**src/rtl/uart_tx_arbiter.sv**
```systemverilog
// Shares one UART transmitter between register-read results (1 byte) and ALU
// results (2 bytes, LSB first) with one buffer per source and round-robin grants.
module uart_tx_arbiter #(
   parameter int RD_DATA_WIDTH = 8,
   parameter int ALU_OUT_WIDTH = 16,
   parameter int BUSY_TIMEOUT  = 15
) (
   input  logic                     CLK,
   input  logic                     rst,
   input  logic [RD_DATA_WIDTH-1:0] Rd_data,
   input  logic                     Rd_data_valid,
   input  logic [ALU_OUT_WIDTH-1:0] ALU_OUT,
   input  logic                     ALU_OUT_valid,
   input  logic                     BUSY,
   output logic [RD_DATA_WIDTH-1:0] TX_P_DATA,
   output logic                     TX_D_VLD,
   output logic                     rd_ovf,
   output logic                     alu_ovf,
   output logic                     arb_idle
);

   localparam int CNT_W = $clog2(BUSY_TIMEOUT + 1);
   localparam logic [CNT_W-1:0] TIMEOUT_CNT = CNT_W'(BUSY_TIMEOUT);

   localparam logic [1:0] IDLE    = 2'd0;
   localparam logic [1:0] SEND    = 2'd1;
   localparam logic [1:0] WAIT_HI = 2'd2;
   localparam logic [1:0] WAIT_LO = 2'd3;

   localparam logic GNT_RD  = 1'b0;
   localparam logic GNT_ALU = 1'b1;

   if (ALU_OUT_WIDTH != 2 * RD_DATA_WIDTH) begin : g_width_check
      $error("ALU_OUT_WIDTH must be twice RD_DATA_WIDTH");
   end

   logic [1:0]               state;
   logic [1:0]               state_nxt;
   logic                     grant;
   logic                     last_grant;
   logic                     byte_idx;
   logic [CNT_W-1:0]         to_cnt;
   logic [CNT_W-1:0]         to_cnt_inc;
   logic [RD_DATA_WIDTH-1:0] rd_buf;
   logic [ALU_OUT_WIDTH-1:0] alu_buf;
   logic                     rd_pend;
   logic                     alu_pend;
   logic                     pick_alu;
   logic                     byte_done;
   logic                     rd_free;
   logic                     alu_free;

   // With both sources pending, the one not served last wins.
   assign pick_alu   = alu_pend && (!rd_pend || (last_grant == GNT_RD));
   assign to_cnt_inc = to_cnt + CNT_W'(1);

   // A buffer is released during the strobe cycle of its final byte.
   assign rd_free  = (state == SEND) && (grant == GNT_RD);
   assign alu_free = (state == SEND) && (grant == GNT_ALU) && byte_idx;

   assign arb_idle = (state == IDLE) && !rd_pend && !alu_pend;

   always_comb begin
      state_nxt = state;
      byte_done = 1'b0;
      case (state)
         IDLE: begin
            if ((rd_pend || alu_pend) && !BUSY) state_nxt = SEND;
         end
         SEND: begin
            state_nxt = WAIT_HI;
         end
         WAIT_HI: begin
            if (BUSY)                           state_nxt = WAIT_LO;
            else if (to_cnt_inc == TIMEOUT_CNT) byte_done = 1'b1;
         end
         WAIT_LO: begin
            if (!BUSY) byte_done = 1'b1;
         end
         default: begin
            state_nxt = IDLE;
         end
      endcase
      // The ALU high byte follows its low byte directly, never interleaved.
      if (byte_done) state_nxt = ((grant == GNT_ALU) && !byte_idx) ? SEND : IDLE;
   end

   always_ff @(posedge CLK) begin
      if (rst) begin
         state      <= IDLE;
         grant      <= GNT_RD;
         last_grant <= GNT_ALU;
         byte_idx   <= 1'b0;
         to_cnt     <= '0;
         rd_buf     <= '0;
         alu_buf    <= '0;
         rd_pend    <= 1'b0;
         alu_pend   <= 1'b0;
         rd_ovf     <= 1'b0;
         alu_ovf    <= 1'b0;
         TX_P_DATA  <= '0;
         TX_D_VLD   <= 1'b0;
      end else begin
         state    <= state_nxt;
         TX_D_VLD <= 1'b0;

         if ((state == IDLE) && (state_nxt == SEND)) begin
            grant      <= pick_alu;
            last_grant <= pick_alu;
            byte_idx   <= 1'b0;
            TX_D_VLD   <= 1'b1;
            TX_P_DATA  <= pick_alu ? alu_buf[RD_DATA_WIDTH-1:0] : rd_buf;
         end else if (state_nxt == SEND) begin
            byte_idx  <= 1'b1;
            TX_D_VLD  <= 1'b1;
            TX_P_DATA <= alu_buf[ALU_OUT_WIDTH-1:RD_DATA_WIDTH];
         end

         if (state == SEND)         to_cnt <= '0;
         else if (state == WAIT_HI) to_cnt <= to_cnt_inc;

         if (Rd_data_valid) begin
            if (!rd_pend || rd_free) begin
               rd_buf  <= Rd_data;
               rd_pend <= 1'b1;
            end else begin
               rd_ovf <= 1'b1;
            end
         end else if (rd_free) begin
            rd_pend <= 1'b0;
         end

         if (ALU_OUT_valid) begin
            if (!alu_pend || alu_free) begin
               alu_buf  <= ALU_OUT;
               alu_pend <= 1'b1;
            end else begin
               alu_ovf <= 1'b1;
            end
         end else if (alu_free) begin
            alu_pend <= 1'b0;
         end
      end
   end

endmodule
```
**config.mk**
```make
export PLATFORM = sky130hd
export DESIGN_NAME = uart_tx_arbiter
export DESIGN_NICKNAME = d
export VERILOG_FILES = /design/src/rtl/uart_tx_arbiter.sv
export SDC_FILE = /design/constraint.sdc
export NUM_CORES = 1
export LEC_CHECK = 0
export BUFFER_PORTS_ARGS = -buffer_cell sky130_fd_sc_hd__buf_2
export CAP_MARGIN = 20
export CORE_MARGIN = 10
export CORE_UTILIZATION = 58
export DETAILED_ROUTE_END_ITERATION = 6
export PLACE_DENSITY = 0.83
export SLEW_MARGIN = 20
export SYNTH_ARGS = -nofsm -noshare
export SYNTH_HDL_FRONTEND = slang
export SYNTH_SLANG_ARGS = --single-unit
```
**constraint.sdc**
```tcl
create_clock -name CLK -period 3.6 [get_ports CLK]
set_input_delay 0.54 -clock CLK [delete_from_list [all_inputs] [get_ports CLK]]
set_output_delay 0.54 -clock CLK [all_outputs]
set_load 0.1 [all_outputs]
```
## Yosys cells after proc, flatten, opt, wreduce, memory -nomap -nowiden

Index checks and enable logic that the tools add are counted.

| storage, ports and cells | value |
|---|---|
| flip-flop bits (word level) | 46 |
| input port bits | 29 |
| output and inout bits | 12 |
| logic and storage cells | 74 |

| cells by class | value |
|---|---|
| add/sub/neg operators | 1 |
| eq/ne operators | 7 |
| muxes and demuxes | 20 |
| bitwise operators | 4 |
| reduce and logical (&&, ||, !) cells | 29 |

Operator list:

| kind | number |
|---|---|
| 8-bit two-way mux | 3 |
| 1-bit two-way mux | 12 |
| 2-bit AND reduction | 6 |
| 1-bit logical AND | 9 |
| 2-bit two-way mux | 3 |
| 2-bit case mux with 3 select lines | 1 |
| 2-bit nonzero test | 3 |
| 4-bit by 1-bit adder with 4-bit output (second input constant) | 1 |
| 2-bit by 1-bit equality test with 1-bit output (second input constant) | 2 |
| 2-bit equality test (second input constant) | 2 |
| 4-bit equality test (second input constant) | 1 |
| 1-bit logical NOT | 4 |
| 1-bit logical OR | 4 |
| 2-bit by 1-bit inequality test with 1-bit output (second input constant) | 2 |
| 1-bit inverter | 4 |
| 2-bit OR reduction | 2 |
| 2-bit logical NOT | 1 |
| 1-bit case mux with 2 select lines | 1 |

## Longest topological paths before layout

Gate-level depths: netlist of the first run.

| depth | value |
|---|---|
| word-level depth | 9 |
| depth in mapped cells | 8 |
| depth with buffers taken out | 6 |

## Least setup slack after synthesis of the first run

No wires, ideal clock.

| timing | value |
|---|---|
| path kind | flip-flop to output port |
| start point | reg state[1] |
| end point | out arb_idle |
| data arrival time | 3.316 ns |
| data required time | 3.060 ns |
| setup slack | -0.256 ns |
| cell stages (with the launch flop) | 3 |
| path buffers | 1 |
| cell sequence | dfxtp_1 > buf_2 > nor4_1 |

| on the way | value |
|---|---|
| word-level cells in the longest chain between the ends | 3 |

Ends and longest elaborated chain:

| item | line | RTL |
|---|---|---|
| start: declaration | 37 | `logic [1:0] state;` |
| start signal: assignment | 104 | `state <= state_nxt;` |
| 2-bit logical NOT | 61 | `assign arb_idle = (state == IDLE) && !rd_pend && !alu_pend;` |
| 1-bit logical AND (2 in a row) | 61 |  |
| end: declaration | 19 | `output logic arb_idle` |

No other way between the ends.

## Final worst setup path of the first run

| timing | value |
|---|---|
| start point | reg state[1] |
| end point | reg TX_P_DATA[7] |

| on the way | value |
|---|---|
| word-level cells in the longest chain between the ends | 6 |
| elaborated cells between the ends (all ways) | 13 |
| classes of those cells | eq/ne: 4; mux: 6; reduce/logical: 3 |

Ends and longest elaborated chain:

| item | line | RTL |
|---|---|---|
| 2-bit equality test (tied with other cells) | 66 | `case (state)` |
| 2-bit case mux with 3 select lines or 1-bit case mux with 2 select lines (tied branches) | 66 |  |
| 2-bit two-way mux | 85 | `if (byte_done) state_nxt = ((grant == GNT_ALU) && !byte_idx) ? SEND : IDLE;` |
| 2-bit by 1-bit equality test with 1-bit output | 107, 113 |  |
| 1-bit logical AND | 107 | `if ((state == IDLE) && (state_nxt == SEND)) begin` |
| 8-bit two-way mux or 2-bit nonzero test (tied branches) | - |  |
| end signal: assignment | 112 | `TX_P_DATA <= pick_alu ? alu_buf[RD_DATA_WIDTH-1:0] : rd_buf;` |
| end signal: assignment | 116 | `TX_P_DATA <= alu_buf[ALU_OUT_WIDTH-1:RD_DATA_WIDTH];` |
| end: declaration | 15 | `output logic [RD_DATA_WIDTH-1:0] TX_P_DATA,` |

Parallel ways exist; a longest one is shown, timed or not.
A chain may end at the register's enable or synchronous reset.

==> impl_metrics.json, run 1 <==
{
  "dieArea_sq_um": 6418,
  "min_period_over_period_pct": 59.28,
  "drive_gt1_share_pct": 25.36,
  "slew_headroom_pct": 33.62,
  "routedWlPerCell_um": 14.76,
  "p_leak_nw": 0.8991,
  "max_stage_delay_ns": 0.51,
  "yosysSeqAreaShare_pct": 43.94,
  "finalCriticalPeriod_ns": 2.134,
  "netlist_instances": 249,
  "num_vias": 1785,
  "die_x_um": 80.11,
  "clockRootBuffer": "clkbuf_4",
  "sw_frac_of_total_pct": 31.85,
  "core_area_sq_um": 3416,
  "endpoint_kind": "register",
  "path_delay_family": "simple AND/OR/NAND/NOR gates",
  "internal_power_mw": 0.7449,
  "ff2ff_setup_slack_ns": 1.47,
  "hold_viol_final": 0,
  "drv_cap": 0,
  "syn_to_final_growth_pct": 11.34,
  "diodes": 0,
  "yosys.cell_types.count": 40,
  "p_per_area_nw_per_um2": 468.4,
  "drv_slew": 0,
  "clock_sinks": 46,
  "cp.required_ns": 3.84,
  "cts_hold_buf": 0,
  "port_buffers": 40,
  "hold_path_class": "in -> reg",
  "cts_made_buffers": 5,
  "num_rows": 21,
  "die_height_um": 80.11,
  "grt_overflow": 0,
  "final_antenna_net_count": 0,
  "yosys_warnings": 0,
  "drc": 0,
  "path_class": "reg -> reg",
  "crit_end": "TX_P_DATA[7]",
  "synth_seq_cells": 46,
  "worst_pin_slew_ns": 0.9935,
  "wl_mm": 4.812,
  "cts.path.max_buffers": 2,
  "vias_per_cell": 5.475,
  "cp_num_buf_inv": 0,
  "synth_edf_count": 0,
  "placed_cell_area_sq_um": 2256,
  "fin_skew_ns": 0.005833,
  "synth-main-ff-cell": "dfxtp_1",
  "postCtsSetupBuffers": 0,
  "grt_usage_pct": 15.87,
  "crit_start": "state[1]",
  "status": "finished clean",
  "start_kind": "register",
  "clkLatencyLatePin_ns": 0.37,
  "antenna_found_initial": 0,
  "min_from": "ALU_OUT[5]",
  "cts_tree": "yes",
  "final_nets": 310,
  "tns_ns": 0,
  "max_freq_mhz": 468.6,
  "r2r_start": "state[1]",
  "pwr-share-seq_pct": 51.6,
  "pin_count": 41,
  "grt_max_degree": 47,
  "dp_hpwl_mm": 3.388,
  "irDropWorstVdd_mv": 0.3286,
  "p_comb_share_pct": 19.7,
  "initialDrtViolationCount": 140,
  "setup_viol": 0,
  "cp_slowest_cell": "nand2_1",
  "dr.pass1.iters": 4,
  "first_global_vias": 1708,
  "gp_congestion": 0.8052,
  "start_util_pct": 61.36,
  "worst-path-stages": 5,
  "grt_pass1_wl_mm": 8.100,
  "syn_nets": 280,
  "stdcell_area_sq_um": 2333,
  "p_sw_mw": 0.3481,
  "reg2reg_to": "TX_P_DATA[7]",
  "synth-async-reset-ratio_pct": 0,
  "avgSynthCellArea_sq_um": 8.417,
  "crit_chain": "nor2_1 > nand2_1 > and2_0 > o22ai_1 > a21oi_2",
  "cts.clk_slew.worst_paths_ns": 0.13,
  "cts_resized": 0,
  "synth_area_sq_um": 2096,
  "worstPathArrival_ns": 2.37,
  "h-tree-depth": 2,
  "cp_max_fo": 14,
  "rsz0062_at_grt": "no",
  "clock_power_share_pct": 28.7,
  "reg2reg_depth": 5
}
==> per-layer routing <==
metal / GRT usage (%) / wire length, um / up-vias
met5: 0 / 0 / -
li1: - / - / 916
met2: 23.52 / 2094 / 51
met4: 7.218 / 99 / 0
met3: 4.900 / 271 / 8
met1: 20.53 / 2346 / 810
==> cell usage in the layout (no fill, tap or decap), types with 2 or more instances in the layout <==
cell,netlist,layout
nand2b_1,4,4
and2_1,3,3
buf_2,5,40
ha_1,2,2
a21oi_1,43,43
nor2_1,15,15
nand3_1,9,9
o221ai_1,2,2
nor3_1,3,3
mux2i_1,8,8
inv_1,5,5
a21boi_1,2,2
nand2_1,46,46
dfxtp_1,46,46
clkbuf_4,0,5
o21ai_0,7,7
a21oi_2,8,8
clkinv_2,0,2
nand3_2,8,8
==> synthesized netlist by cell type (3+ instances only) <==
library cell / count / area, sq um
o21ai_0: 7 / 35.03
buf_2: 5 / 25.02
nand2_1: 46 / 172.7
and2_1: 3 / 18.77
clkbuf_1: 6 / 22.52
nand3_1: 9 / 45.04
dfxtp_1: 46 / 920.9
buf_4: 4 / 30.03
a21oi_2: 8 / 70.07
mux2i_1: 8 / 80.08
a21oi_1: 43 / 215.2
inv_1: 5 / 18.77
nor3_1: 3 / 15.01
buf_6: 3 / 33.78
nand2b_1: 4 / 25.02
nor2_1: 15 / 56.30
nand3_2: 8 / 80.08
==> stage by stage <==
step	setup WS [ns]	util, %	hold slack, ns	total power [mW]	instances
final	1.466	68.32	0.3840	1.093	326
after CTS	1.486	68.32	0.3671	1.097	326
after global placement	1.592	66.04	0.4400	0.7856	318
after floorplan	0.9013	-	0.4325	0.7498	249
after detailed placement	1.516	66.04	0.4476	0.7902	318
after global routing	1.269	68.32	0.3618	1.143	326
==> area by class of cell <==
class	count	area [sq um]
tap	46	57.56
sequential	46	920.9
fill	302	1082
multi-input combinational	180	1051
inverter	5	18.77
clock buffer	5	37.54
timing repair buffer	41	207.7
clock inverter	3	40.04
==> registers in the layout (all words and copies together), names as in the netlist <==
name,cells
alu_pend,1
alu_buf,16
rd_buf,8
byte_idx,1
grant,1
to_cnt,4
rd_pend,1
state,2
TX_D_VLD,1
alu_ovf,1
TX_P_DATA,8
rd_ovf,1
last_grant,1
==> logic make-up after synthesis <==
logic type | Yosys count | share of synthesized area [%]
DFF | 46 | 43.94
adders and majority gates | 2 | 1.194
muxes | 9 | 4.358
and+or+nand+nor | 95 | 22.09
buffers and inverters | 23 | 6.209
AOI/OAI and AO/OA | 74 | 22.21
==> worst min-delay path by stage <==
| stage | endpoint | slack (ns) | depth (start not counted) |
|---|---|---|---|
| global route | alu_buf[0] | 0.36 | 3 |
| detailed placement | alu_buf[3] | 0.45 | 2 |
| global placement | alu_buf[15] | 0.44 | 2 |
| CTS | alu_buf[2] | 0.37 | 3 |
| finish | alu_buf[5] | 0.38 | 3 |
| floorplan | alu_buf[15] | 0.43 | 2 |
==> power by group through the flow <==
stage | Sequential (mW) | Combinational [mW] | Clock (mW)
floorplan | 0.621 | 0.129 | 0
global placement | 0.575 | 0.210 | 0
detailed placement | 0.575 | 0.215 | 0
CTS | 0.564 | 0.215 | 0.318
global route | 0.569 | 0.235 | 0.340
finish | 0.565 | 0.215 | 0.313
==> tightest hold or removal path, cell delays in order <==
cell and delay (ns):
buf_2 0.09, nand2_1 0.04, a21oi_1 0.05
(Power assumes the default switching activity.)
==> run 2: changes to the inputs <==
CORE_UTILIZATION = 54   (was 58)
PLACE_DENSITY = 0.78   (was 0.83)
clock period = 2.1 ns   (was 3.6 ns; I/O delays follow)
==> run 2 against run 1 <==
  * Largest cell class unchanged
  * Final cell count is 3.1% higher
  * Critical endpoint is now TX_P_DATA[4]
  * Clock skew is 0.0028 ns lower
  * Utilization is 2.8 points lower
  * Sequential share of layout area is 1.7 points lower
  * Critical path type unchanged
  * Wire length grew 3.0%
  * Flip-flop and latch count did not move
  * Register-to-register slack got worse by 1.2 ns
  * Combinational power is 83% higher
  * Count of clock-buffer cells in the layout unchanged
  * Design area increased by 4.4%
==> impl_metrics.json, run 2 (same netlist as run 1, synthesis figures left out) <==
{
  "p_per_area_nw_per_um2": 822.3,
  "clockRootBuffer": "clkbuf_8",
  "start_util_pct": 56.40,
  "worst_pin_slew_ns": 0.5508,
  "grt_usage_pct": 15.14,
  "cp_slowest_cell": "and2_1",
  "die_height_um": 82.30,
  "p_leak_nw": 0.9516,
  "diodes": 0,
  "min_period_over_period_pct": 88.15,
  "drv_slew": 0,
  "seq_area_sq_um": 920.9,
  "die_x_um": 82.30,
  "rsz0062_at_grt": "no",
  "first_global_vias": 1748,
  "fin_skew_ns": 0.003038,
  "antenna_found_initial": 0,
  "num_vias": 1851,
  "setup_slack_ns": 0.2488,
  "hold_ws_ns": 0.2457,
  "pin_count": 41,
  "pre_cts_ws_ns": 0.2778,
  "hold_viol_final": 0,
  "initialDrtViolationCount": 90,
  "clkLatencyLatePin_ns": 0.30,
  "cts.path.max_buffers": 2,
  "grt_max_degree": 18,
  "max_flop_register": "alu_buf",
  "syn_to_final_growth_pct": 16.24,
  "cp.required_ns": 2.33,
  "port_buffers": 40,
  "layout_common_cells": "dfxtp_1 (46), nand2_1 (46), a21oi_1 (43)",
  "dieArea_sq_um": 6772,
  "status": "finished clean",
  "drive_gt1_share_pct": 27.43,
  "largest_reg_flops": 16,
  "cts_made_buffers": 5,
  "slew_headroom_pct": 63.19,
  "setup_viol": 0,
  "drv_cap": 0,
  "gp_congestion": 0.7558,
  "crit_chain": "nor2_1 > and2_1 > o221ai_1 > a21oi_2",
  "worstPathArrival_ns": 2.08,
  "finalCriticalPeriod_ns": 1.851,
  "tns_ns": 0,
  "start_kind": "register",
  "cp_num_buf_inv": 0,
  "drc": 0,
  "h-tree-depth": 2,
  "dr.pass1.iters": 4,
  "multi_input_area_sq_um": 1060,
  "cp_max_fo": 17,
  "irDropWorstVdd_mv": 0.5304,
  "postCtsSetupBuffers": 0,
  "wl_mm": 4.955,
  "final_nets": 318,
  "final_antenna_net_count": 0,
  "routedWlPerCell_um": 14.75,
  "num_rows": 22,
  "max_freq_mhz": 540.2,
  "core_area_sq_um": 3716,
  "max_stage_delay_ns": 0.50,
  "power_mw": 2.003,
  "vias_per_cell": 5.509,
  "cts_tree": "yes",
  "hold_path_class": "in -> reg",
  "grt_overflow": 0,
  "cts_hold_buf": 0,
  "grt_pass1_wl_mm": 8.066,
  "dp_hpwl_mm": 3.618,
  "path_class": "reg -> reg",
  "path_delay_family": "simple AND/OR/NAND/NOR gates",
  "n_fill_cell": 356,
  "clock_sinks": 46,
  "cts_resized": 0,
  "cts.clk_slew.worst_paths_ns": 0.08,
  "reg.largest.list": "alu_buf x16, TX_P_DATA x8, rd_buf x8",
  "endpoint_kind": "register"
}
-- run 2: cell count changes in the layout (fill, tap and decap cells not counted), sizes merged --
| cell | before | now |
|---|---|---|
| buf | 41 | 49 |
-- run 2: where the power goes --
part	switching, mW	internal, mW
Sequential	0.0422	0.924
Combinational	0.272	0.122
Clock	0.293	0.350
-- run 2: routing by layer --
layer  vias to the layer above  global-route usage, %  routed length [um]
met5                         -                      0                   0
met4                         0                  5.612                  76
met3                         6                  4.536                 374
met2                        57                  24.26                2354
met1                       848                  18.72                2149
li1                        940                      -                   -
-- run 2: worst min-delay path, stage by stage --
cell	delay (ns)
buf_2	0.09
nand2_1	0.04
a21oi_1	0.05
-- run 2: path summary, 6_finish.rpt --
path	from	end	slack (ns)	depth (start not counted)
worst max-delay path	state[1]	TX_P_DATA[4]	0.25	4
worst max register to register	state[1]	TX_P_DATA[4]	0.25	4
worst min register to register	rd_buf[5]	rd_buf[5]	0.46	2
worst min-delay path	ALU_OUT[11]	alu_buf[11]	0.25	3
-- run 2: metrics by stage --
| step | instance area (sq um) | std cells | utilization (%) |
|---|---|---|---|
| 3_5_place_dp | 2327 | 328 | 62.63 |
| 5_1_grt | 2436 | 336 | 65.56 |
| 6_report | 2436 | 336 | 65.56 |
| 4_1_cts | 2436 | 336 | 65.56 |
| 3_3_place_gp | 2327 | 328 | 62.63 |
| 2_1_floorplan | 2111 | 249 | - |
-- run 2: cell type report --
| type | count | area share (%) |
|---|---|---|
| multi-input combinational | 180 | 43.50 |
| sequential | 46 | 37.80 |
| timing repair buffer | 49 | 10.99 |
| clock buffer | 5 | 2.825 |
| tap | 48 | 2.465 |
| clock inverter | 3 | 1.644 |
| inverter | 5 | 0.7704 |
==> run 3: changes to the inputs <==
ABC_AREA = 1   (was default)
CORE_UTILIZATION = 53   (was 54)
==> run 3 against run 2 <==
  * Combinational power up 12%
  * Worst setup slack better by 0.091 ns
  * Critical path type is now reg -> out
  * Global-route usage shrank 1.3 points
  * Register-to-register slack improved by 0.13 ns
==> impl_metrics.json, run 3 <==
{
  "layout_common_cells": "nand2_1 (49), nor2_1 (48), dfxtp_1 (46)",
  "yosys.area.top_type": "dfxtp_1",
  "pwr-share-seq_pct": 50.4,
  "path_class": "reg -> out",
  "dp_hpwl_mm": 3.372,
  "sw_frac_of_total_pct": 32.63,
  "cts_resized": 0,
  "pin_count": 41,
  "pre_cts_ws_ns": 0.4009,
  "mostFrequentLayoutCell": "nand2_1",
  "dr.pass1.iters": 6,
  "clock_power_share_pct": 26.9,
  "synth_edf_count": 0,
  "num_vias": 1797,
  "crit_start": "state[0]",
  "worstPathArrival_ns": 1.44,
  "synth_top_area_share_pct": 46.17,
  "num_rows": 22,
  "cp_max_fo": 4,
  "drive_gt1_share_pct": 21.09,
  "irDropWorstVdd_mv": 0.5416,
  "max_flop_register": "alu_buf",
  "first_global_vias": 1714,
  "max_stage_delay_ns": 0.42,
  "fin_util_pct": 62.99,
  "netlist_instances": 274,
  "path_delay_family": "buffers and inverters",
  "die_height_um": 81.35,
  "largest_reg_flops": 16,
  "synth_top_cells_by_count": "nand2_1 (49), nor2_1 (49), dfxtp_1 (46), o21ai_0 (35), inv_1 (27)",
  "routedWlPerCell_um": 12.25,
  "wl_mm": 4.421,
  "p_comb_share_pct": 22.6,
  "start_util_pct": 54.48,
  "gp_congestion": 0.8306,
  "fin_skew_ns": 0.003130,
  "synth-main-ff-cell": "dfxtp_1",
  "p_sw_mw": 0.6358,
  "cts.clk_slew.worst_paths_ns": 0.08,
  "clkLatencyLatePin_ns": 0.29,
  "yosys_warnings": 0,
  "drc": 0,
  "setup_slack_ns": 0.3402,
  "final_antenna_net_count": 0,
  "grt_usage_pct": 13.79,
  "status": "finished clean",
  "endpoint_kind": "output port",
  "r2r_start": "to_cnt[1]",
  "yosys.cell_types.count": 26,
  "post_synth_main_area_contributors": "dfxtp_1 (46%), nand2_1 (9.2%), nor2_1 (9.2%), o21ai_0 (8.8%), a21oi_1 (5.3%)",
  "min_from": "Rd_data[2]",
  "port_buffers": 40,
  "grt_pass1_wl_mm": 7.383,
  "antenna_found_initial": 0,
  "clock_sinks": 46,
  "drv_cap": 0,
  "start_kind": "register",
  "hold_path_class": "in -> reg",
  "p_leak_nw": 1.082,
  "syn_nets": 305,
  "min_period_over_period_pct": 83.80,
  "avgSynthCellArea_sq_um": 7.279,
  "slew_headroom_pct": 67.55,
  "cts_hold_buf": 0,
  "diodes": 0,
  "setup_viol": 0,
  "reg.largest.list": "alu_buf x16, TX_P_DATA x8, rd_buf x8",
  "clockRootBuffer": "clkbuf_8",
  "grt_overflow": 0,
  "vias_per_cell": 4.978,
  "syn_to_final_growth_pct": 15.62,
  "tns_ns": 0,
  "crit_chain": "inv_2 > nand2_2 > nor2_2 > buf_2",
  "initialDrtViolationCount": 66,
  "synth_seq_cells": 46,
  "cp.required_ns": 1.78,
  "postCtsSetupBuffers": 0,
  "cp_num_buf_inv": 2,
  "final_nets": 345,
  "p_per_area_nw_per_um2": 844.9,
  "max_freq_mhz": 568.2,
  "cp_slowest_cell": "buf_2",
  "cts_made_buffers": 5,
  "yosysSeqAreaShare_pct": 46.17,
  "rsz0062_at_grt": "no",
  "cts_tree": "yes",
  "n_fill_cell": 331,
  "worst_pin_slew_ns": 0.4901,
  "core_area_sq_um": 3661,
  "grt_max_degree": 24,
  "h-tree-depth": 2,
  "drv_slew": 0,
  "hold_viol_final": 0,
  "cts.path.max_buffers": 2,
  "finalCriticalPeriod_ns": 1.760,
  "internal_power_mw": 1.313,
  "dieArea_sq_um": 6617,
  "synth_area_sq_um": 1994,
  "synth-async-reset-ratio_pct": 0,
  "die_x_um": 81.35
}
-- run 3: path summary, 6_finish.rpt --
| path | end | slack (ns) | cells after the start |
|---|---|---|---|
| hold / removal | rd_buf[2] | 0.24 | 3 |
| setup / recovery | arb_idle | 0.34 | 4 |
| setup reg to reg | TX_P_DATA[0] | 0.38 | 13 |
| hold reg to reg | alu_buf[1] | 0.45 | 2 |
-- run 3: worst register-to-register path: stages (launching register included) --
cell,delay [ns]
dfxtp_1,0.39
ha_1,0.19
inv_1,0.05
nand2_1,0.05
nand2_1,0.06
nor2_1,0.09
nand2_1,0.07
nand2_2,0.08
nand2_2,0.08
nand2_4,0.11
nand3_2,0.21
nand2_1,0.13
nand2_1,0.06
nor2_1,0.08
-- run 3: cells by family after synthesis --
kind of cell / synth area share (%)
buffers and inverters: 7.904
flip-flops: 46.17
AND/OR/NAND/NOR: 26.60
AO/OA/AOI/OAI: 18.07
adder cells (fa/ha/maj): 1.255
-- run 3: final cells by class --
cell class	count	area, sq um	area share, %
Multi-Input combinational cell	189	918.4	39.83
Clock buffer	6	82.58	3.581
Timing Repair Buffer	41	207.7	9.007
Tap cell	48	60.06	2.604
Sequential cell	46	920.9	39.93
Inverter	31	116.4	5.046
-- run 3: power groups by stage --
stage | combinational (mW) | clock [mW] | sequential, mW
global placement | 0.433 | 0 | 1.00
finish | 0.441 | 0.524 | 0.983
detailed placement | 0.441 | 0 | 1.00
floorplan | 0.245 | 0 | 1.10
CTS | 0.444 | 0.529 | 0.983
global route | 0.489 | 0.561 | 0.992
-- run 3: routing by layer --
layer	track usage [%]	up-vias	part of all wire (%)
li1	-	954	-
met1	16.62	791	45
met2	21.96	43	46
met3	4.636	9	6.6
met4	5.709	0	2.2
met5	0	-	0
-- run 3: metrics by stage --
step	power, mW	area [sq um]	hold WS (ns)	instances
final	1.948	2306	0.2395	361
after floorplan	1.349	1997	0.3774	274
after global placement	1.434	2223	0.4327	355
after CTS	1.956	2306	0.2416	361
after detailed placement	1.443	2223	0.4438	355
after global routing	2.042	2306	0.2573	361
